### src/rtl/pcm_frame_sched.sv
// pcm_frame_sched: snapshots all CIC channel outputs on each en_pcm strobe and
// issues the enabled channels, lowest index first, over a valid/ready
// handshake to one shared consumer. Frames arriving while a previous frame is
// still draining are dropped and raise a sticky overrun flag.
module pcm_frame_sched #(
    parameter int unsigned NCH = 16,
    parameter int unsigned W   = 16,
    parameter int unsigned CW  = 4
) (
    input  logic             clk,
    input  logic             reset,
    input  logic             en_pcm,
    input  logic [NCH*W-1:0] ch_val,
    input  logic [NCH-1:0]   ch_mask,
    output logic [W-1:0]     out_data,
    output logic [CW-1:0]    out_chan,
    output logic             out_first,
    output logic [7:0]       out_seq,
    output logic             out_valid,
    input  logic             out_ready,
    output logic             busy,
    output logic             overrun,
    input  logic             overrun_clr
);

    typedef enum logic [1:0] {
        S_IDLE,
        S_SCAN,
        S_SEND
    } state_t;

    state_t          state_q;
    logic [W-1:0]    frame_buf_q [NCH];
    logic [NCH-1:0]  mask_q;
    logic [CW-1:0]   idx_q;
    logic            first_pending_q;
    logic [7:0]      frame_cnt_q;
    logic [7:0]      frame_seq_q;
    logic [W-1:0]    out_data_q;
    logic [CW-1:0]   out_chan_q;
    logic            out_first_q;
    logic [7:0]      out_seq_q;
    logic            out_valid_q;
    logic            overrun_q;
    logic            overrun_d;
    logic            idx_last;

    assign idx_last = (idx_q == CW'(NCH - 1));

    // Sticky overrun: a drop in the same cycle as a clear keeps the flag set.
    always_comb begin
        overrun_d = overrun_q;
        if (overrun_clr) begin
            overrun_d = 1'b0;
        end
        if (en_pcm && (state_q != S_IDLE)) begin
            overrun_d = 1'b1;
        end
    end

    // Frame capture, channel scan and output handshake state machine.
    always_ff @(posedge clk) begin
        if (reset) begin
            state_q         <= S_IDLE;
            for (int unsigned k = 0; k < NCH; k++) begin
                frame_buf_q[k] <= '0;
            end
            mask_q          <= '0;
            idx_q           <= '0;
            first_pending_q <= 1'b0;
            frame_cnt_q     <= '0;
            frame_seq_q     <= '0;
            out_data_q      <= '0;
            out_chan_q      <= '0;
            out_first_q     <= 1'b0;
            out_seq_q       <= '0;
            out_valid_q     <= 1'b0;
            overrun_q       <= 1'b0;
        end else begin
            overrun_q <= overrun_d;
            case (state_q)
                S_IDLE: begin
                    if (en_pcm) begin
                        for (int unsigned k = 0; k < NCH; k++) begin
                            frame_buf_q[k] <= ch_val[k*W +: W];
                        end
                        mask_q          <= ch_mask;
                        idx_q           <= '0;
                        first_pending_q <= 1'b1;
                        frame_seq_q     <= frame_cnt_q;
                        frame_cnt_q     <= frame_cnt_q + 8'd1;
                        state_q         <= S_SCAN;
                    end
                end
                S_SCAN: begin
                    if (mask_q[idx_q]) begin
                        out_data_q      <= frame_buf_q[idx_q];
                        out_chan_q      <= idx_q;
                        out_first_q     <= first_pending_q;
                        out_seq_q       <= frame_seq_q;
                        out_valid_q     <= 1'b1;
                        first_pending_q <= 1'b0;
                        state_q         <= S_SEND;
                    end else if (idx_last) begin
                        state_q <= S_IDLE;
                    end else begin
                        idx_q <= idx_q + CW'(1);
                    end
                end
                S_SEND: begin
                    if (out_valid_q && out_ready) begin
                        out_valid_q <= 1'b0;
                        if (idx_last) begin
                            state_q <= S_IDLE;
                        end else begin
                            idx_q   <= idx_q + CW'(1);
                            state_q <= S_SCAN;
                        end
                    end
                end
                default: begin
                    state_q <= S_IDLE;
                end
            endcase
        end
    end

    assign out_data  = out_data_q;
    assign out_chan  = out_chan_q;
    assign out_first = out_first_q;
    assign out_seq   = out_seq_q;
    assign out_valid = out_valid_q;
    assign busy      = (state_q != S_IDLE);
    assign overrun   = overrun_q;

endmodule

### config.mk
export PLATFORM = sky130hd
export DESIGN_NAME = pcm_frame_sched
export DESIGN_NICKNAME = d
export VERILOG_FILES = /design/src/rtl/pcm_frame_sched.sv
export SDC_FILE = /design/constraint.sdc
export NUM_CORES = 1
export LEC_CHECK = 0
export ABC_AREA = 1
export CAP_MARGIN = 20
export CORE_MARGIN = 2
export CORE_UTILIZATION = 30
export DETAILED_ROUTE_END_ITERATION = 8
export DONT_BUFFER_PORTS = 1
export PLACE_DENSITY = 0.48
export REMOVE_ABC_BUFFERS = 1
export SLEW_MARGIN = 30
export SYNTH_ARGS = -nofsm -noshare
export SYNTH_HDL_FRONTEND = slang
export SYNTH_SLANG_ARGS = --single-unit
### constraint.sdc
create_clock -name clk -period 9.5 [get_ports clk]
set_input_delay 1.9 -clock clk [delete_from_list [all_inputs] [get_ports clk]]
set_output_delay 1.9 -clock clk [all_outputs]
set_load 0.005 [all_outputs]
* Word level (Yosys, flattened, before mapping) *
Memory sizes are Yosys's and may differ from the RTL's. A register that Yosys moved wholly into a read port is not among the register bits.
Index checks and enable logic that the tools add are counted.

storage, ports and cells
  register bits = 54
  RAM bits = 256
  input bits = 277
  output and inout port bits = 32
  memories = 1

memories
  memory       depth  width  read ports  clocked after memory_dff  wr ports  RTL line  text
  frame_buf_q  16     16     1           1                         16        33        logic [W-1:0] frame_buf_q [NCH];

operators by class
  add/subtract/negate cells = 2
  order comparisons = 1
  equal/unequal tests = 8
  multiplexer cells = 43
  bitwise gates (word level) = 16
  reduce and logical (&&, ||, !) cells = 14

operators by type and width
  operator                                             number
  two-way mux 16 bit                                   16
  two-way mux 4 bit                                    4
  OR 1 bit                                             16
  two-way mux 1 bit                                    14
  one-hot mux 4 bit (3 select lines)                   1
  AND reduction 3 bit                                  3
  adder 8 x 1 -> 8 bit (second input constant)         1
  two-way mux 2 bit                                    4
  != test 2 bit (second input constant)                4
  nonzero test 2 bit                                   4
  one-hot mux 2 bit (3 select lines)                   1
  < comparator 4 x 5 -> 1 bit (second input constant)  1
  adder 4 x 1 -> 4 bit (second input constant)         1
  binary-select mux 1 bit (select 4 bit)               1
  == test 4 bit (second input constant)                1
  one-hot mux 1 bit (2 select lines)                   2
  AND reduction 2 bit                                  2
  AND reduction 4 bit                                  1
  != test 3 bit (second input constant)                1
  nonzero test 3 bit                                   1
  == test 2 x 1 -> 1 bit (second input constant)       1
  == test 2 bit (second input constant)                1
  logical AND 1 bit                                    2
  logical NOT 2 bit                                    1

* Longest topological paths before layout *
Gate-level depths: netlist (run 1).

  word-level depth = 5
  gate-level depth with buffers = 14
  mapped depth without buffers = 12

* Worst setup path after synthesis (run 1) *
No wires, ideal clock.

  path type = input to register
  start = in reset
  end = mem frame_buf_q[0][0], enable pin
  setup time = 0.719 ns
  arrival = 9.443 ns
  path slack = -0.662 ns
  cell stages on the path = 4
  path buffers = 2
  cell sequence = clkbuf_1 -> inv_1 -> nand2_1 -> clkbuf_1

RTL lines
  item                RTL line  text
  start: declaration  11        input logic reset,
  end: declaration    33

* Final worst setup path (run 1) *
  start = reg idx_q[0]
  end = reg out_chan_q[1], in the netlist out_chan[1]

between the ends
  word-level cells in the longest chain between the ends = 3

ends and longest elaborated chain
  item                                     RTL line  text
  start: declaration                       35        logic [CW-1:0] idx_q;
  start signal: assignment                 107       idx_q <= idx_q + CW'(1);
  start signal: assignment                 116       idx_q <= idx_q + CW'(1);
  binary-select mux 1 bit (select 4 bit)   96        if (mask_q[idx_q]) begin
  two-way mux 1 bit (implied by the code)  96
  AND reduction 2 bit (no line)            -
  end signal: assignment                   98        out_chan_q <= idx_q;
  end: declaration                         40        logic [CW-1:0] out_chan_q;

No other way between the ends. The select of a mux whose other input is x is not followed.
A chain may end at the register's enable or synchronous reset.

==> results of run 1 <==
registers in the layout (all words and copies together) (netlist names):
| name | count |
|---|---|
| out_data | 16 |
| out_first | 1 |
| frame_seq_q | 8 |
| out_valid | 1 |
| out_seq | 8 |
| frame_buf_q | 256 |
| idx_q | 4 |
| overrun | 1 |
| mask_q | 16 |
| out_chan | 4 |
| first_pending_q | 1 |
| frame_cnt_q | 8 |
| state_q | 2 |
worst max-delay path by stage:
| stage | slack [ns] | endpoint | depth (start not counted) |
|---|---|---|---|
| after detailed placement | 4.72 | frame_buf_q[7][3] | 5 |
| final | 5.37 | out_chan[1] | 11 |
| after CTS | 5.21 | out_chan[1] | 11 |
| after floorplan | 0.26 | frame_buf_q[0][0] | 2 |
| after global routing | 4.89 | out_data[4] | 11 |
| after global placement | 4.40 | frame_buf_q[0][1] | 5 |
kinds of logic (layout without fill, tap and decap cells):
| family | after synthesis | in the layout | share of synthesized area |
|---|---|---|---|
| AO/OA/AOI/OAI | 292 | 292 | 0.1060 |
| AND/OR/NAND/NOR | 653 | 653 | 0.1712 |
| other | 0 | 1 | 0 |
| buffers and inverters | 392 | 375 | 0.1023 |
| flip-flops | 326 | 326 | 0.6155 |
| adder cells (fa/ha/maj) | 6 | 6 | 0.005084 |
metrics by stage:
stage	utilization	cells	instance area, um2	power [mW]	worst slack (ns)
4_1_cts	0.3413	2316	16640	4.734	5.214
6_report	0.3413	2317	16640	4.656	5.369
3_3_place_gp	0.3139	2245	15300	3.154	4.402
5_1_grt	0.3413	2316	16640	4.938	4.891
2_1_floorplan	-	1569	14350	2.830	0.2649
3_5_place_dp	0.3143	2245	15320	3.170	4.717
per-layer routing:
layer / part of all wire / track usage / routed length [um]
met5: 0.00052 / 0 / 22
met4: 0.020 / 0.04721 / 832
met3: 0.054 / 0.03448 / 2270
met2: 0.48 / 0.2719 / 20040
met1: 0.45 / 0.2142 / 18790
power by group:
part           internal, mW  switching, mW  leakage (nW)
clock network         0.947          0.599         0.633
logic                 0.314          0.758          3.25
registers              1.88          0.157          3.31
cells in the mapped netlist:
cell	n
sky130_fd_sc_hd__clkbuf_1	68
sky130_fd_sc_hd__ha_1	6
sky130_fd_sc_hd__nor2_1	511
sky130_fd_sc_hd__nand2_1	88
sky130_fd_sc_hd__clkinv_1	1
sky130_fd_sc_hd__nor2_2	1
sky130_fd_sc_hd__o21ai_0	198
sky130_fd_sc_hd__inv_2	3
sky130_fd_sc_hd__or2_0	1
sky130_fd_sc_hd__buf_4	3
sky130_fd_sc_hd__nand4_1	1
sky130_fd_sc_hd__o221ai_1	1
sky130_fd_sc_hd__buf_2	22
sky130_fd_sc_hd__a21oi_1	24
sky130_fd_sc_hd__buf_1	7
sky130_fd_sc_hd__nor3_1	3
sky130_fd_sc_hd__nand2_2	3
sky130_fd_sc_hd__or2_2	1
sky130_fd_sc_hd__o211ai_1	9
sky130_fd_sc_hd__inv_1	288
sky130_fd_sc_hd__dfxtp_1	70
sky130_fd_sc_hd__a21oi_2	1
sky130_fd_sc_hd__edfxtp_1	256
sky130_fd_sc_hd__nand3_1	44
sky130_fd_sc_hd__o22ai_1	59
worst register-to-register path, delay by kind of cell (launching register included):
kind            cells  cell delay (ns)
compound gates      2             0.33
flops               1             0.82
simple gates        7             1.14
buf+inv             2             1.77
final cells by class:
type,instances,area (um2),share of cell area
inverter,292,1099,0.06602
timing repair buffer,12,101.3,0.006091
clock buffer,61,1161,0.06978
clock inverter,10,152.6,0.009174
multi-input combinational,951,4192,0.2519
tap,664,830.8,0.04993
antenna,1,2.502,0.0001504
sequential,326,9101,0.5470
layout by cell type, fill, tap and decap left out, types with 2 or more instances in the layout:
cell	instances
sky130_fd_sc_hd__nor2_1	511
sky130_fd_sc_hd__dfxtp_1	66
sky130_fd_sc_hd__nand2_2	3
sky130_fd_sc_hd__o211ai_1	9
sky130_fd_sc_hd__bufinv_16	4
sky130_fd_sc_hd__buf_6	3
sky130_fd_sc_hd__inv_1	286
sky130_fd_sc_hd__nand2_1	86
sky130_fd_sc_hd__clkbuf_8	6
sky130_fd_sc_hd__clkinv_1	3
sky130_fd_sc_hd__buf_4	9
sky130_fd_sc_hd__nor3_1	3
sky130_fd_sc_hd__clkbuf_16	41
sky130_fd_sc_hd__clkinvlp_4	2
sky130_fd_sc_hd__clkbuf_1	14
sky130_fd_sc_hd__clkinv_2	2
sky130_fd_sc_hd__ha_1	6
sky130_fd_sc_hd__a21oi_1	24
sky130_fd_sc_hd__inv_2	4
sky130_fd_sc_hd__nand3_1	44
sky130_fd_sc_hd__edfxtp_1	256
sky130_fd_sc_hd__dfxtp_4	3
sky130_fd_sc_hd__o22ai_1	59
sky130_fd_sc_hd__o21ai_0	198
==> key figures, run 1 <==
Timing
  – Transition time of the tightest slew-check pin: roughly 0.96 ns
  – Final critical-path share of the clock period: 0.4349
  – Minimum clock period: 4.131 ns
  – Final-report max-slew violation count: 0
  – TNS Setup: 0 ns
  – FMAX: around 240 MHz
  – Setup repair after global routing missed its margin: false
  – Number of hold violations in the final report: 0
  – Clk_skew: about 0.019 ns
  – Headroom to the max-slew limit: 0.3617
  – Post-route worst hold slack: 0.4651 ns
  – Setup violators final: 0

Drt
  – Antenna Nets Post-Route: 0
  – Total iterations of the first detailed-routing run: 7
  – DR vias/cell: 4.653
  – Via count: roughly 11000
  – Post-route DRC: 0
  – Routed length per placed instance: roughly 18 um
  – First-iteration detailed-routing DRC count: ~560
  – Total Routed Length: 41.96 mm

Floorplan
  – Core outline area: around 49000 um2
  – Die outline width: around 230 um
  – FP Rows: approximately 80
  – Die Outline Area: roughly 51000 um2
  – Starting Density: 0.3029
  – Die boundary height: approximately 230 um
  – I/O pin count: around 300

Synthesis
  – Share of the yosys chip area belonging to registers: 0.6155
  – Number of register bits inferred by synthesis: approximately 330
  – Gate count after technology mapping: between 1500 and 2000
  – Total standard cell area after synthesis: around 15000 um2
  – Avg Cell Area, Syn: a little under 9 um2
  – Yosys top cell by area: sky130_fd_sc_hd__edfxtp_1
  – Dominant cells by area after synthesis: sky130_fd_sc_hd__edfxtp_1 (52%), sky130_fd_sc_hd__nor2_1 (13%), sky130_fd_sc_hd__dfxtp_1 (9.5%)
  – Top cell type's share of synthesized area: 0.5206
  – Number of warnings printed during yosys synthesis: 0
  – Yosys cell types: 25

Worst setup path
  – First element of the critical path: idx_q[0]
  – Stage delay of the slowest cell on the critical path: 0.88 ns
  – Kind of cell adding the most delay to the critical path: buffers and inverters
  – Worst reg-to-reg path cell count: 11
  – Critical Path Source Type: flop
  – Biggest fanout along the worst timing path: between 70 and 80
  – Critical register-to-register path startpoint: idx_q[0]
  – Buf/Inv on CP: 2
  – Arrival time of data at the critical path endpoint: roughly 4.6 ns
  – Cell repeated most along the worst path: sky130_fd_sc_hd__nand2_2
  – Type of element capturing the critical path: flop
  – Master of the slowest instance on the critical path: sky130_fd_sc_hd__inv_2
  – FF-to-FF setup slack: approximately 5.4 ns
  – Data required time at the worst endpoint: around 10 ns
  – Cell chain of the critical path: buf_4 -> nand2_1 -> nand2_1 -> nor2_1 -> nor2_2 -> nand2_2 -> nand2_2 -> nand2_2 -> inv_2 -> o21ai_0 -> a21oi_1
  – Endpoint of the worst-slack reg-to-reg timing path: out_chan[1]
  – Class of the most critical setup path: flop to flop

Place
  – Placer Congestion: 0.7724
  – Port bufs: 0
  – Post-DP HPWL: about 25 mm

Cells and area
  – Layout-stage area growth over the synthesis result: 12.68%
  – Filler cell count: 5066
  – Layout cell share with drive strength beyond 1: 0.05085
  – Number of nets in the layout: 1905

Clock tree
  – Root buf cell: sky130_fd_sc_hd__clkbuf_16
  – TritonCTS clock tree: done
  – Largest buffer count on any clock path: 3
  – Number of buffers created by CTS: 39
  – Sinks on Clock Net: approximately 330
  – Resized cells post-CTS: 0
  – Clock transition at the registers of the reported paths: approximately 0.060 ns
  – Number of buffers inserted by post-CTS setup repair: 0
  – Clock latency on the worst-skew pair: ~0.55 ns
  – CTS Hold Bufs: 0
  – H-tree depth reported by CTS: 2

Power and ir drop
  – Lkg Pwr: between 7 and 8 nW
  – Power density relative to cell area: 279.8 nW/um2
  – VDD IR-drop max: roughly 0.12 mV

Min path
  – Worst hold path stage count: 2
  – Start point of the worst hold path: frame_seq_q[0]
  – Path category of the worst min-delay check: flop to flop
  – Worst-case hold path end point: frame_seq_q[0]

Global route
  – Initial antenna violation count: 4
  – Overall Global Routing Usage: 0.1635
  – Final global-route overflow total: 0
  – Largest net degree at the start of global routing: 110
  – Vias in the first global route: roughly 11000
  – Global-route wire length before repair: around 63 mm

Outcome
  – Result of the run: complete, no violations

Job
  – Maxcap violations: 0
Power figures use the tool's default switching activity.
==> inputs of run 2 (changes only) <==
--- a/config.mk
+++ b/config.mk
@@ -11,7 +11,7 @@
 export CORE_UTILIZATION = 30
 export DETAILED_ROUTE_END_ITERATION = 8
 export DONT_BUFFER_PORTS = 1
-export PLACE_DENSITY = 0.48
+export PLACE_DENSITY = 0.47
 export REMOVE_ABC_BUFFERS = 1
 export SLEW_MARGIN = 30
 export SYNTH_ARGS = -nofsm -noshare
==> constraint.sdc (replaced) <==
create_clock -name clk -period 4.3 [get_ports clk]
set_input_delay 0.86 -clock clk [delete_from_list [all_inputs] [get_ports clk]]
set_output_delay 0.86 -clock clk [all_outputs]
set_load 0.005 [all_outputs]
==> run 2 against run 1 <==
Against the previous run: cell count rose by 0.52%; power rose by 120%; hold slack got worse by 0.022 ns; largest cell class unchanged; critical endpoint is now out_valid; die area did not move; worst setup slack got worse by 3.8 ns; global-route usage rose by 0.32 points; highest routed layer unchanged.
==> key figures, run 2 (same netlist as run 1, synthesis figures left out) <==
Worst setup path
  – Stage delay of the slowest cell on the critical path: 0.81 ns (-0.07 ns)
  – Biggest fanout along the worst timing path: 55 (-29%)
  – Arrival time of data at the critical path endpoint: 3.21 ns (-1.38 ns)
  – Master of the slowest instance on the critical path: sky130_fd_sc_hd__dfxtp_4
  – Type of element capturing the critical path: flop
  – FF-to-FF setup slack: 1.56 ns (-3.81 ns)
  – Data required time at the worst endpoint: 4.77 ns (-5.19 ns)
  – Critical Path Source Type: flop
  – Cell chain of the critical path: inv_2 -> nor2_1 -> nand3_1 -> nand2_1 -> nor2_2 -> nand2_2 -> nand2_2 -> nand2_2 -> buf_4 -> nand2_1 -> nand2_1 -> nand2_1 -> a21oi_1
  – Class of the most critical setup path: flop to flop
  – Cell repeated most along the worst path: sky130_fd_sc_hd__nand2_1

Floorplan
  – Core outline area: 48750 um2 (unchanged)
  – Die Outline Area: 51010 um2 (unchanged)
  – Starting Density: 0.3029 (unchanged)
  – Die boundary height: 225.9 um (unchanged)
  – I/O pin count: 309 (unchanged)
  – Die outline width: 225.9 um (unchanged)
  – FP Rows: 81 (unchanged)

Timing
  – Final-report max-slew violation count: 0 (unchanged)
  – Setup violators final: 0 (unchanged)
  – Clk_skew: 0.01986 ns (+0.0004436 ns)
  – Transition time of the tightest slew-check pin: 0.8582 ns (-0.09927 ns)
  – FMAX: 364.5 MHz (+51%)
  – Headroom to the max-slew limit: 0.4279 (+0.06618)
  – Minimum clock period: 2.744 ns (-1.388 ns)
  – Worst-case setup margin in the final layout: 1.556 ns (-3.812 ns)
  – Setup repair after global routing missed its margin: false
  – Number of hold violations in the final report: 0 (unchanged)
  – Final critical-path share of the clock period: 0.6381 (+0.2032)

Clock tree
  – Number of buffers created by CTS: 40 (+2.6%)
  – Resized cells post-CTS: 0 (unchanged)
  – CTS Hold Bufs: 0 (unchanged)
  – Largest buffer count on any clock path: 3 (unchanged)
  – TritonCTS clock tree: done
  – Number of buffers inserted by post-CTS setup repair: 0 (unchanged)
  – Clock latency on the worst-skew pair: 0.55 ns (about the same)
  – Sinks on Clock Net: 326 (unchanged)
  – Clock transition at the registers of the reported paths: 0.06 ns (about the same)
  – H-tree depth reported by CTS: 2 (unchanged)
  – Root buf cell: sky130_fd_sc_hd__clkbuf_16

Global route
  – Overall Global Routing Usage: 0.1667 (+0.003197)
  – Vias in the first global route: 10960 (+2.6%)
  – Largest net degree at the start of global routing: 110 (unchanged)
  – Initial antenna violation count: 2 (-2)
  – Global-route wire length before repair: 64.40 mm (+2.6%)
  – Final global-route overflow total: 0 (unchanged)

Power and ir drop
  – Power density relative to cell area: 608.2 nW/um2 (+120%)
  – Sequential power share: 0.439 (about the same)
  – Share of total power consumed by net switching: 0.3373 (+0.01215)
  – Design internal power: 6.728 mW (+110%)
  – Design Power: 10.15 mW (+120%)
  – Lkg Pwr: 7.246 nW (+0.78%)
  – Switching Power: 3.424 mW (+130%)
  – Part of the power in the clock network: 0.313 (-0.019)
  – VDD IR-drop max: 0.3078 mV (+160%)
  – Combinational group share of total power: 0.247 (+0.017)

Outcome
  – Result of the run: complete, no violations

Cells and area
  – Largest reg by FF count: frame_buf_q
  – Number of nets in the layout: 1916 (+0.58%)
  – Finished Layout Cells: 2329 (+0.52%)
  – Layout cell share with drive strength beyond 1: 0.05709 (+0.006244)
  – Most common library cell in the layout ignoring fill and taps: sky130_fd_sc_hd__nor2_1
  – Max FFs per register: 256 (unchanged)
  – Highest-count cells in the layout ignoring fill and taps: sky130_fd_sc_hd__nor2_1 (511), sky130_fd_sc_hd__inv_1 (286), sky130_fd_sc_hd__edfxtp_1 (256)
  – Layout-stage area growth over the synthesis result: 13.03%

Drt
  – Routed length per placed instance: 18.34 um (+1.3%)
  – DR vias/cell: 4.664 (+0.24%)
  – Post-route DRC: 0 (unchanged)
  – Antenna Nets Post-Route: 0 (unchanged)
  – Total iterations of the first detailed-routing run: 5 (-2)
  – First-iteration detailed-routing DRC count: 665 (+18%)
  – Total Routed Length: 42.71 mm (+1.8%)
  – Via count: 10860 (+0.76%)

Place
  – Port bufs: 0 (unchanged)
  – Post-DP HPWL: 26.23 mm (+5.5%)
  – Post-place setup slack: 1.350 ns (-3.367 ns)
  – Placer Congestion: 0.7726 (about the same)
  – Placed cells: 2255 (+0.45%)

Min path
  – Path category of the worst min-delay check: input pin to flop

Job
  – Maxcap violations: 0 (unchanged)
run 2: changes by cell type in the layout (fill, tap and decap cells not counted), sizes merged:
cell	previous run	this run
clkinvlp	2	0
buf	12	22
clkbuf	61	55
clkinv	5	18
bufinv	4	0
inv	291	292
run 2: path summary, 6_finish.rpt:
check	startpoint	to	cells past startpoint
setup reg to reg	idx_q[2]	out_valid	13
hold / removal	reset	idx_q[1]	1
setup / recovery	idx_q[2]	out_valid	13
hold reg to reg	mask_q[7]	mask_q[7]	2
run 2: critical path: cells and delay by family (launching register included):
family / cells / cell delay [ns]
AO/OA/AOI/OAI: 1 / 0.11
buffers and inverters: 2 / 0.79
flip-flops: 1 / 0.81
AND/OR/NAND/NOR: 10 / 0.90
run 2: final cells by class:
| type | count | area (um2) |
|---|---|---|
| Timing Repair Buffer | 22 | 252.7 |
| Clock buffer | 55 | 1121 |
| Tap cell | 664 | 830.8 |
| Clock inverter | 18 | 101.3 |
| Sequential cell | 326 | 9101 |
| Multi-Input combinational cell | 951 | 4183 |
| Fill cell | 5093 | 32060 |
| Antenna cell | 1 | 2.502 |
| Inverter | 292 | 1099 |
run 2: per-stage QoR:
stage / setup TNS, ns / utilization / hold WS (ns) / cell area, um2
floorplan: -1100.50 / - / 0.4361 / 14350
global placement: 0 / 0.3173 / 0.4505 / 15470
detailed placement: 0 / 0.3173 / 0.4529 / 15470
CTS: 0 / 0.3423 / 0.3750 / 16690
global route: 0 / 0.3424 / 0.3938 / 16690
finish: 0 / 0.3424 / 0.4429 / 16690
run 2: metal layers:
layer / share of wire / GRT usage
met5: 0.00033 / 0
met4: 0.021 / 0.05213
met3: 0.055 / 0.03253
met2: 0.48 / 0.2758
met1: 0.45 / 0.2196
run 2: power groups by stage:
stage,clock network (mW),logic (mW),registers (mW)
6_report,3.18,2.51,4.46
3_3_place_gp,0,2.55,4.53
5_1_grt,3.39,2.87,4.53
3_5_place_dp,0,2.57,4.54
2_1_floorplan,0,1.64,4.61
4_1_cts,3.28,2.58,4.48
